**config.mk**
```make
export PLATFORM = sky130hd
export DESIGN_NAME = rot_block_iterative
export DESIGN_NICKNAME = d
export VERILOG_FILES = /design/src/rtl/rot_block_iterative.sv
export SDC_FILE = /design/constraint.sdc
export NUM_CORES = 1
export LEC_CHECK = 0
export ABC_AREA = 1
export BUFFER_PORTS_ARGS = -buffer_cell sky130_fd_sc_hd__buf_2
export CORE_UTILIZATION = 65
export DETAILED_ROUTE_END_ITERATION = 8
export PLACE_DENSITY_LB_ADDON = 0.1
export SYNTH_ARGS = -nofsm -noshare
export SYNTH_HDL_FRONTEND = slang
export SYNTH_SLANG_ARGS = --single-unit
export TNS_END_PERCENT = 20
```
**constraint.sdc**
```tcl
create_clock -name clk -period 8.9 [get_ports clk]
set_clock_uncertainty 0.05 [all_clocks]
set_input_delay 0.89 -clock clk [delete_from_list [all_inputs] [get_ports clk]]
set_output_delay 0.89 -clock clk [all_outputs]
set_load 0.02 [all_outputs]
```
**src/rtl/rot_block_iterative.sv**
```systemverilog
// Iterative CORDIC rotation block: collects N_ITER direction bits from the vectoring chain,
// then applies one micro-rotation per cycle. Optional gain compensation: ROT_SCALE_COMP_EN.
module rot_block_iterative #(
  parameter int CORDIC_WIDTH = 22,
  parameter int N_ITER       = 16
) (
  input  logic                           clk,
  input  logic                           nreset,
  input  logic                           in_valid,
  input  logic signed [CORDIC_WIDTH-1:0] x_in,
  input  logic signed [CORDIC_WIDTH-1:0] y_in,
  input  logic                           micro_rot_valid,
  input  logic                           micro_rot_in,
  input  logic                           micro_rot_start,
  output logic signed [CORDIC_WIDTH-1:0] x_out,
  output logic signed [CORDIC_WIDTH-1:0] y_out,
  output logic                           out_valid,
  output logic                           busy
);

  localparam int CW = $clog2(N_ITER + 1);
  localparam int IW = (N_ITER > 1) ? $clog2(N_ITER) : 1;

  typedef enum logic [1:0] {
    IDLE    = 2'd0,
    COLLECT = 2'd1,
    ROTATE  = 2'd2
`ifdef ROT_SCALE_COMP_EN
    , SCALE = 2'd3
`endif
  } state_t;

  state_t                         state_q, state_d;
  logic [CW-1:0]                  cnt_q, cnt_d;
  logic [IW-1:0]                  iter_q, iter_d;
  logic signed [CORDIC_WIDTH-1:0] x_q, x_d, y_q, y_d;
  logic [N_ITER-1:0]              bits_q, bits_d;
  logic signed [CORDIC_WIDTH-1:0] x_out_q, x_out_d, y_out_q, y_out_d;
  logic                           out_valid_q, out_valid_d;
  logic                           busy_q, busy_d;

  logic                           dir;
  logic signed [CORDIC_WIDTH-1:0] x_sh, y_sh, x_rot, y_rot;

`ifdef ROT_SCALE_COMP_EN
  // 1/1.647 approximated as 1/2 + 1/8 - 1/64 - 1/512
  function automatic logic signed [CORDIC_WIDTH-1:0] gain_comp(
    input logic signed [CORDIC_WIDTH-1:0] v);
    return (v >>> 1) + (v >>> 3) - (v >>> 6) - (v >>> 9);
  endfunction
`endif

  always_comb begin
    state_d     = state_q;
    cnt_d       = cnt_q;
    iter_d      = iter_q;
    x_d         = x_q;
    y_d         = y_q;
    bits_d      = bits_q;
    x_out_d     = x_out_q;
    y_out_d     = y_out_q;
    out_valid_d = 1'b0;

    dir = 1'b0;
    for (int k = 0; k < N_ITER; k++)
      if (iter_q == IW'(k)) dir = bits_q[k];
    x_sh  = x_q >>> iter_q;
    y_sh  = y_q >>> iter_q;
    x_rot = dir ? (x_q - y_sh) : (x_q + y_sh);
    y_rot = dir ? (y_q + x_sh) : (y_q - x_sh);

    case (state_q)
      IDLE: begin
        if (in_valid) begin
          x_d     = x_in;
          y_d     = y_in;
          cnt_d   = '0;
          state_d = COLLECT;
        end
      end
      COLLECT: begin
        if (micro_rot_valid) begin
          // a start bit always restarts the sequence at stage 0
          if (micro_rot_start) begin
            bits_d[0] = micro_rot_in;
            cnt_d     = CW'(1);
          end else begin
            for (int k = 0; k < N_ITER; k++)
              if (cnt_q == CW'(k)) bits_d[k] = micro_rot_in;
            cnt_d = cnt_q + CW'(1);
          end
          if (cnt_d == CW'(N_ITER)) begin
            state_d = ROTATE;
            iter_d  = '0;
          end
        end
      end
      ROTATE: begin
        x_d = x_rot;
        y_d = y_rot;
        if (iter_q == IW'(N_ITER - 1)) begin
`ifdef ROT_SCALE_COMP_EN
          state_d = SCALE;
`else
          x_out_d     = x_rot;
          y_out_d     = y_rot;
          out_valid_d = 1'b1;
          state_d     = IDLE;
`endif
        end else begin
          iter_d = iter_q + IW'(1);
        end
      end
`ifdef ROT_SCALE_COMP_EN
      SCALE: begin
        x_d         = gain_comp(x_q);
        y_d         = gain_comp(y_q);
        x_out_d     = gain_comp(x_q);
        y_out_d     = gain_comp(y_q);
        out_valid_d = 1'b1;
        state_d     = IDLE;
      end
`endif
      default: state_d = IDLE;
    endcase

    busy_d = (state_d != IDLE);
  end

  always_ff @(posedge clk or negedge nreset) begin
    if (!nreset) begin
      state_q     <= IDLE;
      cnt_q       <= '0;
      iter_q      <= '0;
      x_q         <= '0;
      y_q         <= '0;
      bits_q      <= '0;
      x_out_q     <= '0;
      y_out_q     <= '0;
      out_valid_q <= 1'b0;
      busy_q      <= 1'b0;
    end else begin
      state_q     <= state_d;
      cnt_q       <= cnt_d;
      iter_q      <= iter_d;
      x_q         <= x_d;
      y_q         <= y_d;
      bits_q      <= bits_d;
      x_out_q     <= x_out_d;
      y_out_q     <= y_out_d;
      out_valid_q <= out_valid_d;
      busy_q      <= busy_d;
    end
  end

  assign x_out     = x_out_q;
  assign y_out     = y_out_q;
  assign out_valid = out_valid_q;
  assign busy      = busy_q;

endmodule

```
---- Word level (Yosys, flattened, before mapping) ----
Cells that the tools add are included.
storage, ports and cells
  bits in registers ....................... 117
  output and inout port bits .............. 46
  word-level logic and storage cells ...... 140
cells by class
  reductions and logical operators ........ 28
  muxes and demuxes ....................... 41
  shift-type cells ........................ 2
  eq/ne operators ......................... 37
  bitwise logic cells ..................... 1
  add/subtract/negate cells ............... 6
operator list
  kind                                                                   count
  22-bit 2-to-1 mux                                                      4
  22-bit case mux with 2 select lines                                    2
  4-bit AND reduction                                                    16
  22-bit adder                                                           2
  22-bit by 4-bit >>> shifter with 22-bit output                         2
  22-bit subtractor                                                      2
  5-bit by 4-bit equality test with 1-bit output, second input constant  8
  4-bit equality test, second input constant                             8
  5-bit 2-to-1 mux                                                       5
  5-bit by 3-bit equality test with 1-bit output, second input constant  4
  1-bit 2-to-1 mux                                                       20
  4-bit by 3-bit equality test with 1-bit output, second input constant  4
  4-bit 2-to-1 mux                                                       3
  5-bit by 2-bit equality test with 1-bit output, second input constant  2
  5-bit case mux with 2 select lines                                     1
  2-bit nonzero test                                                     5
  4-bit by 2-bit equality test with 1-bit output, second input constant  2
  2-bit 2-to-1 mux                                                       4
  2-bit inequality test, second input constant                           4
  4-bit case mux with 2 select lines                                     1
  2-bit case mux with 3 select lines                                     1
  3-bit AND reduction                                                    2
  5-bit by 1-bit adder with 5-bit output, second input constant          1
  5-bit by 1-bit equality test with 1-bit output, second input constant  1
  other kinds (10)                                                       11

---- Depth between registers and ports, before layout ----
  word-level depth ........................ 19
  mapped depth ............................ 43

---- Worst setup path before layout ----
Ideal clock, no wire load.
  path type ............................... register to register
  from .................................... register iter_q[1]
  to ...................................... register y_q[12]
  required time ........................... 8,767 ps
  clock period less this slack ............ 4,464 ps
  arrival time ............................ 4,332 ps
  cell stages (with the launch flop) ...... 38
  slack ................................... 4,436 ps
  library setup time ...................... 83 ps
  cell sequence ........................... dfrtp_1 > inv_2 > buf_2 > buf_2 > ha_1 > nand2_1 > nand2_1 > nand3_1 > nand2_1 > nand2_1 > nand2_1 > nand2_1 > nand2_1 > nand2_1 > nand2_1 > nand2_1 > nand2_1 > nand2_1 > [... 2 more ...] > nand2_1 > nand2_2 > buf_2 > o21ai_0 > inv_1 > fa_1 > o21ai_0 > o21ai_0 > o21ai_0 > nand2_1 > nand2_1 > nand2_1 > nand2_1 > a21boi_0 > o21ai_0 > xor2_1 > nor2_1 > o21ai_0
on the way
  longest elaborated chain between the ends .. 19
RTL lines
  what                                   line  text
  start, declared                        35    logic [IW-1:0] iter_q, iter_d;
  start signal, assigned                 145   iter_q <= iter_d;
  4-bit logical NOT                      66    if (iter_q == IW'(k)) dir = bits_q[k];
  1-bit 2-to-1 mux (16 in a row)         66
  22-bit 2-to-1 mux *                    70    y_rot = dir ? (y_q + x_sh) : (y_q - x_sh);
  22-bit case mux with 2 select lines *  72    case (state_q)
  end signal, assigned                   147   y_q <= y_d;
  end, declared                          36    logic signed [CORDIC_WIDTH-1:0] x_q, x_d, y_q, y_d;
Mark *: on every way between the ends. The rest lies on a longest branch, timed or not.
A chain may end at the register's enable or synchronous reset.

---- Final worst setup path ----
  from .................................... register iter_q[2]
  to ...................................... register y_q[17]
Same word-level chain as after synthesis.

==> impl_metrics.json <==
{
  "status": "complete, no violations",
  "hold_depth": 2,
  "drc": 0,
  "drv_slew": 0,
  "synth.distinct_cells": 49,
  "ios": 96,
  "cts.sinks": 117,
  "min-delay-start": "x_out[2]$_DFFE_PN0P_",
  "area_growth_pct": 10.99,
  "period_share_pct": 68.68,
  "multi_input_area_sq_um": 6277,
  "clockBufferDepth": 2,
  "cpMostUsedCell": "nand2_1",
  "yosysTopAreaCell": "dfrtp_1",
  "antenna_found_initial": 0,
  "start_util_pct": 66.43,
  "reg2reg_to": "y_q[17]$_DFFE_PN0P_",
  "grt_pass1_vias": 10000,
  "cts_setup_buffers": 0,
  "synthTopCellsByArea": "dfrtp_1 (29%), nand2_1 (17%), ha_1 (6.7%)",
  "netlist_area_sq_um": 10060,
  "core_area_sq_um": 15150,
  "fin_crit_ns": 6.112,
  "synth_edf_count": 0,
  "synthTopCellsByCount": "nand2_1 (458), inv_1 (148), o21ai_0 (129)",
  "critPathMaxFanout": 36,
  "cp.required_ns": 9.19,
  "grt-ovfl-total": 0,
  "reg2regPathDepth": 31,
  "worst-setup-path-type": "reg2reg",
  "drt-total-wl_um": 32600,
  "die_x_um": 126.4,
  "hold_path.class": "reg2reg",
  "maxCapViolations": 0,
  "worst_pin_slew_ns": 0.8477,
  "clkLatencyLatePin_ns": 0.43,
  "synth_top_area_share_pct": 29.10,
  "arrival_ns": 6.40,
  "path_clk_slew_ns": 0.06,
  "fmax_ghz": 0.1636,
  "die_area_sq_um": 15980,
  "grt_usage_pct": 41.58,
  "ys_ff_latch": 117,
  "routed_via_density": 6.070,
  "slew_headroom_pct": 43.49,
  "synth_seq_area_share_pct": 29.10,
  "wl_per_cell_um": 18.27,
  "hold_end": "x_out[2]$_DFFE_PN0P_",
  "final_nets": 1689,
  "first_pass_iters": 6,
  "slowest_delay_ns": 0.85,
  "synth.most_common_cell": "nand2_1",
  "synth_warnings": 0,
  "setup_viol": 0,
  "synth_nets": 1627,
  "async_reset_ff_share_pct": 100.0,
  "fill_cells": 1249,
  "drive_gt1_share_pct": 11.09,
  "cts_hold_buf": 0,
  "rrSetupSlack_ns": 2.79,
  "tritoncts": "yes",
  "critPathCaptureType": "register",
  "r2r_start": "iter_q[2]$_DFFE_PN0P_",
  "num_antenna_cells": 0,
  "finalHoldViolCount": 0,
  "row_count": 45,
  "avgSynthCellArea_sq_um": 6.615,
  "rsz0062_at_grt": "no",
  "grt_pass1_wl_um": 51740,
  "numCtsBuffers": 17,
  "ys.flop_type": "dfrtp_1",
  "gp_congestion": 1.022,
  "cts_resized": 0,
  "cts_root_buf": "clkbuf_16",
  "crit_slowest_cell": "dfrtp_1",
  "via_count": 10830,
  "numPortBuffers": 95,
  "die_y_um": 126.4,
  "fin_tns_setup_ns": 0,
  "grt_max_degree": 79,
  "final-seq-area_sq_um": 2929,
  "netlist_instances": 1521,
  "htreeDepth": 4,
  "hpwlAfterDp_um": 24160,
  "startpoint_type": "register",
  "initialDrtViolationCount": 1113,
  "drtAntennaViolNets": 0
}
[worst max-delay path by stage]
stage | start | slack (ns) | endpoint | cells after the start
finish | iter_q[2]$_DFFE_PN0P_ | 2.79 | y_q[17]$_DFFE_PN0P_ | 31
global route | iter_q[2]$_DFFE_PN0P_ | 2.10 | y_q[18]$_DFFE_PN0P_ | 33
CTS | iter_q[2]$_DFFE_PN0P_ | 2.87 | y_q[17]$_DFFE_PN0P_ | 31
detailed placement | iter_q[2]$_DFFE_PN0P_ | 2.87 | y_q[12]$_DFFE_PN0P_ | 32
global placement | iter_q[2]$_DFFE_PN0P_ | 3.00 | y_q[14]$_DFFE_PN0P_ | 33
floorplan | iter_q[1]$_DFFE_PN0P_ | 4.44 | y_q[12]$_DFFE_PN0P_ | 37
[flip-flops by register name, indices dropped and copies added (netlist names)]
name / count
out_valid: 1
bits_q: 16
x_out: 22
y_out: 22
x_q: 22
state_q: 2
cnt_q: 5
iter_q: 4
busy: 1
y_q: 22
[critical path: cells and delay by family, from the launching register on]
family,cells,cell delay [ns]
xor gates and xnor gates,1,0.15
adders and majority gates,1,0.30
and+or+nand+nor,15,2.29
buffers and inverters,7,1.21
DFF,1,0.85
AOI/OAI and AO/OA,7,1.17
[placed cells by master, fill, tap and decap left out, types with 10 or more instances in the layout]
cell / count
a21oi_1: 77
clkbuf_16: 17
ha_1: 54
nand3_1: 58
o22ai_1: 23
nand2_1: 457
nor3_1: 12
inv_1: 147
o211ai_1: 18
nor2_1: 111
o21ai_1: 65
buf_4: 10
o21ai_0: 129
buf_2: 94
a31oi_1: 20
nand4_1: 10
xnor2_1: 29
dfrtp_1: 116
xor2_1: 38
[layout make-up]
class                      instances  share of cell area (%)
multi-input combinational       1187                   56.21
sequential                       117                   26.23
inverter                         156                   5.244
timing repair buffer             104                   4.885
clock buffer                      17                   3.810
tap                              188                   2.106
clock inverter                    15                   1.513
[stage by stage]
| stage | area [sq um] | hold slack (ns) | std cells | setup WS (ns) | utilization, % |
|---|---|---|---|---|---|
| after CTS | 11170 | 0.4194 | 1784 | 2.865 | 73.73 |
| after global placement | 10570 | 0.4014 | 1752 | 2.997 | 69.81 |
| after floorplan | 10060 | 0.4045 | 1521 | 4.436 | - |
| final | 11170 | 0.4152 | 1784 | 2.788 | 73.73 |
| after global routing | 11170 | 0.4428 | 1784 | 2.098 | 73.73 |
| after detailed placement | 10570 | 0.4040 | 1752 | 2.868 | 69.81 |
[layer usage]
layer  routed length [um]  track usage [%]
met5                    0                0
met4                 1784            23.18
met3                 2539            7.550
met2                14920            67.83
met1                13360            52.27
[cells by family after synthesis]
kind of cell	count (synthesis)	share of synthesized area [%]
AND/OR/NAND/NOR	685	27.63
buffers and inverters	217	8.681
XOR/XNOR	67	5.833
flip-flops	117	29.10
adder cells (fa/ha/maj)	56	7.114
AO/OA/AOI/OAI	369	20.61
multiplexers	10	1.032
Power is left out: the tool's default activity adds up to more than one toggle a clock period on the data nets, which glitch-free logic cannot reach.
